==> src/rtl/dis_pal_src_arbiter_if.sv <==
// Stream bundle for dis_pal_src_arbiter: two Avalon-ST video sources,
// one downstream Avalon-ST port, plus selection and status signals.
// The slave modport is the arbiter's view; master is the surrounding fabric.
interface dis_pal_src_arbiter_if #(
   parameter int unsigned DATA_WIDTH = 10
);
   logic                  sel_req;

   logic [DATA_WIDTH-1:0] s0_data;
   logic                  s0_valid;
   logic                  s0_ready;
   logic                  s0_startofpacket;
   logic                  s0_endofpacket;

   logic [DATA_WIDTH-1:0] s1_data;
   logic                  s1_valid;
   logic                  s1_ready;
   logic                  s1_startofpacket;
   logic                  s1_endofpacket;

   logic [DATA_WIDTH-1:0] m_data;
   logic                  m_valid;
   logic                  m_ready;
   logic                  m_startofpacket;
   logic                  m_endofpacket;

   logic                  cur_sel;
   logic [1:0]            src_lost;

   modport slave (
      input  sel_req,
      input  s0_data, s0_valid, s0_startofpacket, s0_endofpacket,
      output s0_ready,
      input  s1_data, s1_valid, s1_startofpacket, s1_endofpacket,
      output s1_ready,
      output m_data, m_valid, m_startofpacket, m_endofpacket,
      input  m_ready,
      output cur_sel, src_lost
   );

   modport master (
      output sel_req,
      output s0_data, s0_valid, s0_startofpacket, s0_endofpacket,
      input  s0_ready,
      output s1_data, s1_valid, s1_startofpacket, s1_endofpacket,
      input  s1_ready,
      input  m_data, m_valid, m_startofpacket, m_endofpacket,
      output m_ready,
      input  cur_sel, src_lost
   );
endinterface

==> src/rtl/dis_pal_src_arbiter.sv <==
// Frame-boundary arbiter between two free-running Avalon-ST video sources.
// One source owns the output per frame; ownership changes only between
// packets. The other source is always ready and its beats are discarded.
// A per-source SOP timeout marks a source lost and triggers failover.
// Optional auto-scan (alternate sources every AUTO_FRAMES frames) is
// enabled by defining DIS_PAL_AUTO_SCAN_EN.
module dis_pal_src_arbiter #(
   parameter int unsigned DATA_WIDTH  = 10,
   parameter logic [23:0] TIMEOUT     = 24'd4_000_000
`ifdef DIS_PAL_AUTO_SCAN_EN
   ,parameter logic [7:0] AUTO_FRAMES = 8'd50
`endif
) (
   input  logic                vst_clk,
   input  logic                vst_rst_n,
   dis_pal_src_arbiter_if.slave bus_io
);

   typedef enum logic {ST_IDLE, ST_PASS} state_t;

   state_t                state_q, state_d;
   logic                  cur_sel_q, cur_sel_d;
   logic [1:0][23:0]      cnt_q, cnt_d;
   logic [DATA_WIDTH-1:0] m_data_q;

   logic [1:0]            v, sop, eop, lost, rdy, clr;
   logic                  sel_valid, sel_sop, sel_eop;
   logic [DATA_WIDTH-1:0] sel_data;
   logic                  frame_done, boundary, dflt, target;
   logic                  m_valid, m_sop, m_eop;
   logic [DATA_WIDTH-1:0] m_data;

   assign v   = {bus_io.s1_valid, bus_io.s0_valid};
   assign sop = {bus_io.s1_startofpacket, bus_io.s0_startofpacket};
   assign eop = {bus_io.s1_endofpacket, bus_io.s0_endofpacket};

   assign sel_valid = v[cur_sel_q];
   assign sel_sop   = sop[cur_sel_q];
   assign sel_eop   = eop[cur_sel_q];
   assign sel_data  = cur_sel_q ? bus_io.s1_data : bus_io.s0_data;

   assign lost[0] = (cnt_q[0] == TIMEOUT);
   assign lost[1] = (cnt_q[1] == TIMEOUT);

   assign frame_done = (state_q == ST_PASS) & sel_valid & bus_io.m_ready & sel_eop;

   // Failover to the other source only when the preferred one is lost and
   // the other is alive; with both lost, stay with the preferred source.
   assign target = (lost[dflt] & ~lost[~dflt]) ? ~dflt : dflt;

`ifdef DIS_PAL_AUTO_SCAN_EN
   logic [7:0] frm_q, frm_d;
   logic       auto_sel_q;
   logic       wrap, failover_sw;

   // The toggle is folded into dflt so the frame that hits the count
   // already switches ownership on its own EOP edge.
   assign wrap        = frame_done & ((frm_q + 8'd1) == AUTO_FRAMES);
   assign dflt        = wrap ? ~auto_sel_q : auto_sel_q;
   assign failover_sw = boundary & (target != dflt) & (target != cur_sel_q);

   // Frame counter: counts completed frames, cleared on wrap or failover.
   always_comb begin
      frm_d = frm_q;
      if (failover_sw | wrap) frm_d = '0;
      else if (frame_done)    frm_d = frm_q + 8'd1;
   end

   // Auto-scan state registers.
   always_ff @(posedge vst_clk or negedge vst_rst_n) begin
      if (!vst_rst_n) begin
         frm_q      <= '0;
         auto_sel_q <= 1'b0;
      end else begin
         frm_q      <= frm_d;
         auto_sel_q <= dflt;
      end
   end
`else
   assign dflt = bus_io.sel_req;
`endif

   // FSM next state, handshake and output steering.
   always_comb begin
      state_d   = state_q;
      cur_sel_d = cur_sel_q;
      rdy       = '1;
      m_valid   = 1'b0;
      m_sop     = 1'b0;
      m_eop     = 1'b0;
      m_data    = m_data_q;
      boundary  = 1'b0;
      case (state_q)
         ST_IDLE: begin
            if (sel_valid & sel_sop) begin
               // Hold the SOP beat in place; it is forwarded from PASS.
               rdy[cur_sel_q] = 1'b0;
               state_d        = ST_PASS;
            end else begin
               boundary = 1'b1;
            end
         end
         ST_PASS: begin
            m_valid        = sel_valid;
            m_sop          = sel_sop;
            m_eop          = sel_eop;
            m_data         = sel_data;
            rdy[cur_sel_q] = bus_io.m_ready;
            if (frame_done | lost[cur_sel_q]) begin
               state_d  = ST_IDLE;
               boundary = 1'b1;
            end
         end
         default: state_d = ST_IDLE;
      endcase
      if (boundary) cur_sel_d = target;
   end

   // Per-source SOP timeout counters, saturating at TIMEOUT.
   always_comb begin
      cnt_d = cnt_q;
      clr   = '0;
      for (int unsigned n = 0; n < 2; n++) begin
         clr[n] = v[n] & sop[n] &
                  (rdy[n] | ((state_q == ST_IDLE) & (cur_sel_q == 1'(n))));
         if (clr[n])                   cnt_d[n] = '0;
         else if (cnt_q[n] != TIMEOUT) cnt_d[n] = cnt_q[n] + 24'd1;
      end
   end

   // State, selection, counters and last forwarded pixel.
   always_ff @(posedge vst_clk or negedge vst_rst_n) begin
      if (!vst_rst_n) begin
         state_q   <= ST_IDLE;
         cur_sel_q <= 1'b0;
         cnt_q     <= '0;
         m_data_q  <= '0;
      end else begin
         state_q   <= state_d;
         cur_sel_q <= cur_sel_d;
         cnt_q     <= cnt_d;
         if (m_valid) m_data_q <= sel_data;
      end
   end

   assign bus_io.s0_ready        = rdy[0];
   assign bus_io.s1_ready        = rdy[1];
   assign bus_io.m_valid         = m_valid;
   assign bus_io.m_data          = m_data;
   assign bus_io.m_startofpacket = m_sop;
   assign bus_io.m_endofpacket   = m_eop;
   assign bus_io.cur_sel         = cur_sel_q;
   assign bus_io.src_lost        = lost;

endmodule

==> src/flat_wrapper.sv <==
// flat-port wrapper written by rule: the top's interface ports become plain ports
module dis_pal_src_arbiter_flat 
#(
   parameter int unsigned DATA_WIDTH  = 10,
   parameter logic [23:0] TIMEOUT     = 24'd4_000_000

)
  (vst_clk, vst_rst_n, bus_io_sel_req, bus_io_s0_data, bus_io_s0_valid, bus_io_s0_startofpacket, bus_io_s0_endofpacket, bus_io_s0_ready, bus_io_s1_data, bus_io_s1_valid, bus_io_s1_startofpacket, bus_io_s1_endofpacket, bus_io_s1_ready, bus_io_m_data, bus_io_m_valid, bus_io_m_startofpacket, bus_io_m_endofpacket, bus_io_m_ready, bus_io_cur_sel, bus_io_src_lost);
  dis_pal_src_arbiter_if #(.DATA_WIDTH(DATA_WIDTH)) bus_io_i ();
  input  logic vst_clk;
  input  logic vst_rst_n;
  input wire logic [$bits(bus_io_i.sel_req)-1:0] bus_io_sel_req;
  input wire logic [$bits(bus_io_i.s0_data)-1:0] bus_io_s0_data;
  input wire logic [$bits(bus_io_i.s0_valid)-1:0] bus_io_s0_valid;
  input wire logic [$bits(bus_io_i.s0_startofpacket)-1:0] bus_io_s0_startofpacket;
  input wire logic [$bits(bus_io_i.s0_endofpacket)-1:0] bus_io_s0_endofpacket;
  output wire logic [$bits(bus_io_i.s0_ready)-1:0] bus_io_s0_ready;
  input wire logic [$bits(bus_io_i.s1_data)-1:0] bus_io_s1_data;
  input wire logic [$bits(bus_io_i.s1_valid)-1:0] bus_io_s1_valid;
  input wire logic [$bits(bus_io_i.s1_startofpacket)-1:0] bus_io_s1_startofpacket;
  input wire logic [$bits(bus_io_i.s1_endofpacket)-1:0] bus_io_s1_endofpacket;
  output wire logic [$bits(bus_io_i.s1_ready)-1:0] bus_io_s1_ready;
  output wire logic [$bits(bus_io_i.m_data)-1:0] bus_io_m_data;
  output wire logic [$bits(bus_io_i.m_valid)-1:0] bus_io_m_valid;
  output wire logic [$bits(bus_io_i.m_startofpacket)-1:0] bus_io_m_startofpacket;
  output wire logic [$bits(bus_io_i.m_endofpacket)-1:0] bus_io_m_endofpacket;
  input wire logic [$bits(bus_io_i.m_ready)-1:0] bus_io_m_ready;
  output wire logic [$bits(bus_io_i.cur_sel)-1:0] bus_io_cur_sel;
  output wire logic [$bits(bus_io_i.src_lost)-1:0] bus_io_src_lost;
  assign bus_io_i.sel_req = bus_io_sel_req;
  assign bus_io_i.s0_data = bus_io_s0_data;
  assign bus_io_i.s0_valid = bus_io_s0_valid;
  assign bus_io_i.s0_startofpacket = bus_io_s0_startofpacket;
  assign bus_io_i.s0_endofpacket = bus_io_s0_endofpacket;
  assign bus_io_s0_ready = bus_io_i.s0_ready;
  assign bus_io_i.s1_data = bus_io_s1_data;
  assign bus_io_i.s1_valid = bus_io_s1_valid;
  assign bus_io_i.s1_startofpacket = bus_io_s1_startofpacket;
  assign bus_io_i.s1_endofpacket = bus_io_s1_endofpacket;
  assign bus_io_s1_ready = bus_io_i.s1_ready;
  assign bus_io_m_data = bus_io_i.m_data;
  assign bus_io_m_valid = bus_io_i.m_valid;
  assign bus_io_m_startofpacket = bus_io_i.m_startofpacket;
  assign bus_io_m_endofpacket = bus_io_i.m_endofpacket;
  assign bus_io_i.m_ready = bus_io_m_ready;
  assign bus_io_cur_sel = bus_io_i.cur_sel;
  assign bus_io_src_lost = bus_io_i.src_lost;
  dis_pal_src_arbiter #(.DATA_WIDTH(DATA_WIDTH), .TIMEOUT(TIMEOUT)) u_core (.vst_clk(vst_clk), .vst_rst_n(vst_rst_n), .bus_io(bus_io_i));
endmodule
==> config.mk <==
export PLATFORM = sky130hd
export DESIGN_NAME = dis_pal_src_arbiter_flat
export DESIGN_NICKNAME = d
export VERILOG_FILES = /design/src/rtl/dis_pal_src_arbiter_if.sv /design/src/rtl/dis_pal_src_arbiter.sv /design/src/flat_wrapper.sv
export SDC_FILE = /design/constraint.sdc
export NUM_CORES = 1
export LEC_CHECK = 0
export ABC_AREA = 1
export CAP_MARGIN = 10
export CORE_MARGIN = 8
export CORE_UTILIZATION = 30
export DETAILED_ROUTE_END_ITERATION = 10
export GPL_TIMING_DRIVEN = 0
export SLEW_MARGIN = 20
export SYNTH_ARGS = -nofsm -noshare
export SYNTH_HDL_FRONTEND = slang
export SYNTH_SLANG_ARGS = --single-unit
export TNS_END_PERCENT = 5
==> constraint.sdc <==
create_clock -name vst_clk -period 1.7 [get_ports vst_clk]
set_clock_uncertainty 0.15 [all_clocks]
set_input_delay 0.255 -clock vst_clk [delete_from_list [all_inputs] [get_ports vst_clk]]
set_output_delay 0.255 -clock vst_clk [all_outputs]
set_load 0.01 [all_outputs]
==> results of run 1 <==
==> worst max-delay path by stage <==
stage,startpoint,end
after floorplan,u_core.cnt_q[24],u_core.cnt_q[24]
after global placement,vst_rst_n,u_core.m_data_q[1]
after detailed placement,u_core.bus_io.cur_sel,bus_io_m_data[0]
after CTS,u_core.cnt_q[24],bus_io_src_lost[1]
after global routing,u_core.cnt_q[24],bus_io_src_lost[1]
final,u_core.cnt_q[24],bus_io_src_lost[1]
==> repair_timing <==
action                                  CTS  global route
endpoints found under the hold margin    60             0
cloned                                    1             0
setup buffers                            24             4
pin swaps                                13            10
hold buffers                              1             0
endpoints found under the setup margin   24            66
resized for setup                       118            55
==> cells by family after synthesis <==
group / after synthesis
AO/OA/AOI/OAI: 86
XOR/XNOR: 4
adder cells (fa/ha/maj): 4
buffers and inverters: 93
flip-flops: 60
AND/OR/NAND/NOR: 270
==> sequential cells by signal, indices dropped and copies added (netlist names) <==
| register | flops |
|---|---|
| u_core.cnt_q | 48 |
| u_core.m_data_q | 10 |
| u_core.bus_io.cur_sel | 1 |
| u_core.state_q | 1 |
==> area by class of cell <==
class / count / area, sq um
tap: 147 / 184
inverter: 82 / 320
clock buffer: 15 / 308
fill: 1197 / 6910
buffer: 11 / 100
sequential: 60 / 1500
multi-input combinational: 364 / 2040
timing repair buffer: 74 / 647
==> critical path: stages, from the launching register on <==
cell and delay [ns]:
dfrtp_1 0.40, inv_2 0.09, ha_4 0.13, nand2_2 0.05
nor2_2 0.12, nand2_2 0.08, nor4_4 0.18, buf_2 0.19
==> Yosys cell counts (3+ instances only) <==
cell type / n / area share (%)
o21ai_1: 19 / 2.6
nand2_2: 8 / 1.4
nor2_4: 4 / 1.2
buf_2: 5 / 0.68
dfrtp_1: 60 / 41
inv_2: 12 / 1.2
nand4_1: 13 / 2.2
clkbuf_1: 4 / 0.41
o21a_1: 3 / 0.61
nand3_1: 34 / 4.6
ha_1: 4 / 1.4
xor2_1: 4 / 0.95
nand2_1: 135 / 14
inv_1: 68 / 6.9
nor3_1: 11 / 1.5
nor2_1: 46 / 4.7
o21ai_0: 25 / 3.4
a21oi_1: 30 / 4.1
nor3_2: 3 / 0.82
nor2_2: 7 / 1.2
==> metrics by stage <==
step / utilization (%) / setup TNS (ns) / area (sq um) / hold slack [ns] / worst slack, ns
after global routing: 42.5 / -7.67 / 5100 / 0.214 / -0.371
after detailed placement: 36.3 / -14.07 / 4360 / -0.0157 / -0.750
final: 42.5 / -3.68 / 5100 / 0.183 / -0.283
after global placement: 36.1 / -125.81 / 4340 / 0.339 / -1.88
after CTS: 41.1 / -4.49 / 4940 / 0.179 / -0.276
after floorplan: - / 0 / 3680 / -0.191 / 0.0179
==> per-layer routing <==
metal	vias to the layer above	track usage [%]
li1	1829	-
met1	1668	15.9
met2	52	21.4
met3	19	2.35
met4	0	5.60
met5	-	0
==> power by group <==
part	switching (mW)	internal [mW]
Combinational	1.45	1.17
Clock	0.592	1.22
Sequential	0.133	1.67
Total	2.18	4.05
==> flow_summary.toml, run 1 <==
[critical_path]
ff2ff_setup_slack_ns = -0.16
regToRegStartpoint = "u_core.cnt_q[24]"
crit_path_start_kind = "flop"
path_class = "reg2out"
r2r_cells = 11
crit_arrival_ns = 1.58
cp.required_ns = 1.29
rr_endpoint = "u_core.cnt_q[46]"
critPathCaptureType = "output port"
crit_fanout = 2

[grt]
grt-ovfl-total = 0
grt_pass1_wl_mm = 16.9
grt_pass1_vias = 3557
antenna_found_initial = 0
grt_usage_pct = 12.8
grt_max_degree = 48

[sta]
worst_slack_ns = -0.283
tightest_slew_ns = 0.295
period_share_pct = 117
setup_viol = 24
hold_violations = 0
final-max-slew-violation-count = 0
fmax_mhz = 504
slew_headroom_pct = 80.2
min_period_ns = 1.98
rsz0062_at_grt = "true"

[placed_design]
portBuffers = 47
gp_congestion = 0.856
dp.cells = 712
hpwl_mm = 7.06

[yosys]
synth_mux_area_share_pct = 0
synth-simple-area-share_pct = 34.2
syn_nets = 551
synthAdderAreaFrac_pct = 1.36
synth_top_family_by_area = "simple AND/OR/NAND/NOR gates"
mappedNetlistArea_sq_um = 3680
syn_avg_cell_area_sq_um = 7.12
ys_seq_elements = 60
synth_edf_count = 0
ys_seq_area_share_pct = 40.8
synthFlopType = "dfrtp_1"
syn_inst = 517
synth_compound_area_share_pct = 12.6
synth_cell_types = 37
yosysWarnings = 0
ys_async_sr_fraction_pct = 100
synth_xor_xnor_area_share_pct = 0.952

[clock_network]
clockBufferDepth = 2
htreeDepth = 3
numCtsBuffers = 9
clkTransAtPathRegs_ns = 0.05
cts_tree = "built"
cts_root_buf = "clkbuf_16"
cts.sinks = 60
insertion_delay_ns = 0.32

[floorplan]
core-area_sq_um = 12000
placementRows = 40
ios = 48
die_w_um = 127
die-area_sq_um = 16100
initial_core_util_pct = 30.6
die_y_um = 127

[power]
power.total_mw = 6.23
power_density_nw_per_um2 = 1220
ir_worst_vdd_mv = 0.404
p_leak_nw = 2.42

[route]
drc = 0
num_vias = 3568
wl_met1_mm = 4.61
top_layer_used = "met4"
wl_per_cell_um = 13.1
dr_wl_met3_um = 288
drtIter0Drc = 218
firstDrtPassIters = 4
viasPerCell = 4.74
route.met2.wl_mm = 4.76
wl_mm = 9.88
ant_nets = 0

[cells_and_area]
diodes = 0
final_common_cell = "nand2_1"
stdcell_count = 753
final_cell_mix = "nand2_1 (117), inv_1 (62), dfrtp_1 (59), nor2_1 (35), a21oi_1 (29)"
drive_gt1_share_pct = 27.2
layout.nets = 636
area_growth_pct = 38.6

[hold_path]
hold_path.class = "in2async"

[status]
status = "finished, violations left"
violations = "negative setup slack"

[job]
drv_cap = 0
Note: power is estimated with default switching activity, not from simulation.
==> run 2, diff against run 1 <==
--- a/config.mk
+++ b/config.mk
@@ -10,7 +10,6 @@
 export CORE_MARGIN = 8
 export CORE_UTILIZATION = 30
 export DETAILED_ROUTE_END_ITERATION = 10
-export GPL_TIMING_DRIVEN = 0
 export SLEW_MARGIN = 20
 export SYNTH_ARGS = -nofsm -noshare
 export SYNTH_HDL_FRONTEND = slang
==> flow_summary.toml, run 2 (same netlist as run 1, synthesis figures left out) <==
[critical_path]
ff2ff_setup_slack_ns = -0.20
critPathBufInv = 3
crit_arrival_ns = 1.58
path_cells = "inv_2 > ha_4 > nand2_4 > nor2_4 > nand2_2 > nor2_4 > nand2_2 > inv_2 > buf_6"
cp.required_ns = 1.29
rr_endpoint = "u_core.bus_io.cur_sel"
cp_slowest_cell = "dfrtp_1"
path_class = "reg2out"
r2r_cells = 14
critPathCaptureType = "output port"
regToRegStartpoint = "u_core.cnt_q[25]"
crit_path_start_kind = "flop"
cpLargestDelayFamily = "simple AND/OR/NAND/NOR gates"
cpPeakStageDelay_ns = 0.40
crit_fanout = 2

[power]
power.total_mw = 6.73
p_leak_nw = 2.96
ir_worst_vdd_mv = 0.588
power_density_nw_per_um2 = 1140

[route]
wl_mm = 10.3
num_vias = 3879
viasPerCell = 4.55
ant_nets = 0
firstDrtPassIters = 4
drc = 0
wl_per_cell_um = 12.1
drtIter0Drc = 194

[sta]
tightest_slew_ns = 0.296
final-max-slew-violation-count = 0
slew_headroom_pct = 80.2
rsz0062_at_grt = "true"
hold-worst-slack_ns = 0.193
hold_violations = 0
fmax_mhz = 504
setup_viol = 36
period_share_pct = 117
min_period_ns = 1.99
worst_slack_ns = -0.285

[grt]
antenna_found_initial = 0
grt_pass1_wl_mm = 17.7
grt-ovfl-total = 0
grt_max_degree = 51
grt_pass1_vias = 3974
grt_usage_pct = 13.4

[floorplan]
placementRows = 40
die_y_um = 127
die_w_um = 127
die-area_sq_um = 16100
ios = 48
initial_core_util_pct = 30.6
core-area_sq_um = 12000

[cells_and_area]
regMostFlops = "u_core.cnt_q"
area_growth_pct = 60.6
layout.nets = 734
diodes = 0
num-fill-cells = 1154
drive_gt1_share_pct = 35.3
top_regs = "u_core.cnt_q (48), u_core.m_data_q (10)"
final_cell_mix = "buf_4 (125), nand2_1 (123), inv_1 (64), dfrtp_1 (59), nor2_1 (39)"
largest_reg_flops = 48
final_common_cell = "buf_4"

[placed_design]
gp_congestion = 0.828
hpwl_mm = 7.69
portBuffers = 47

[clock_network]
cts_root_buf = "clkbuf_16"
clockBufferDepth = 2
insertion_delay_ns = 0.33
cts_tree = "built"
cts.sinks = 60
htreeDepth = 3
clkTransAtPathRegs_ns = 0.05
numCtsBuffers = 9

[job]
drv_cap = 0

[status]
status = "finished, violations left"
violations = "negative setup slack"

[hold_path]
hold_path.class = "in2async"
## run 2: final cells by class
| type | count | area (sq um) | area share, % |
|---|---|---|---|
| clock buffers | 12 | 267 | 4.51 |
| clock inverters | 4 | 70.1 | 1.19 |
| inverters | 82 | 314 | 5.31 |
| well taps | 147 | 184 | 3.11 |
| repair buffers | 183 | 1520 | 25.7 |
| flip-flops and latches | 60 | 1500 | 25.4 |
| multi-input cells | 364 | 2060 | 34.8 |
## run 2: timing repair
action / in CTS / in global routing
hold endpoints to repair: 10 / 0
pin swaps: 13 / 10
setup buffers: 13 / 2
hold buffers: 1 / 0
endpoints found under the setup margin: 32 / 60
gates resized for setup: 95 / 46
## run 2: worst max path at each step
stage | startpoint | to | slack [ns] | depth (start not counted)
after floorplan | u_core.cnt_q[24] | u_core.cnt_q[24] | 0.02 | 7
after global placement | bus_io_s1_valid | bus_io_s0_ready | -0.48 | 8
after detailed placement | u_core.cnt_q[25] | bus_io_src_lost[1] | -0.48 | 8
after CTS | u_core.cnt_q[25] | bus_io_src_lost[1] | -0.28 | 8
after global routing | u_core.cnt_q[0] | bus_io_src_lost[0] | -0.37 | 9
final | u_core.cnt_q[0] | bus_io_src_lost[0] | -0.29 | 9
## run 2: worst reg2reg max path: cells and delay by family (launching register included)
kind	cells	cell delay (ns)
adder cells (fa/ha/maj)	1	0.13
AND/OR/NAND/NOR	9	0.66
flip-flops	1	0.40
buffers and inverters	4	0.47
## run 2: stage by stage
step / setup slack [ns] / utilization [%] / instance area, sq um / setup TNS, ns / std cells
floorplan: 0.0179 / - / 3680 / 0 / 517
global placement: -0.478 / 43.4 / 5220 / -7.38 / 821
detailed placement: -0.483 / 43.4 / 5220 / -8.06 / 821
CTS: -0.283 / 48.3 / 5800 / -4.74 / 851
global route: -0.368 / 49.2 / 5910 / -8.26 / 852
finish: -0.285 / 49.2 / 5910 / -4.31 / 852
## run 2: report_power, final
group	leakage [nW]	internal [mW]	total (mW)	switching, mW
sequential	0.804	1.67	1.79	0.119
clock	0.169	1.40	2.02	0.625
combinational	1.98	1.46	2.92	1.46
total	2.96	4.53	6.73	2.20
## run 2: per-layer routing
layer / vias up / part of all wire [%] / routed length (um) / global-route usage, %
met3: 9 / 3.4 / 352 / 3.60
met4: 0 / 1.4 / 146 / 4.34
li1: 2028 / - / - / -
met5: - / 0 / 0 / 0
met2: 55 / 52 / 5380 / 24.5
met1: 1787 / 43 / 4470 / 14.6
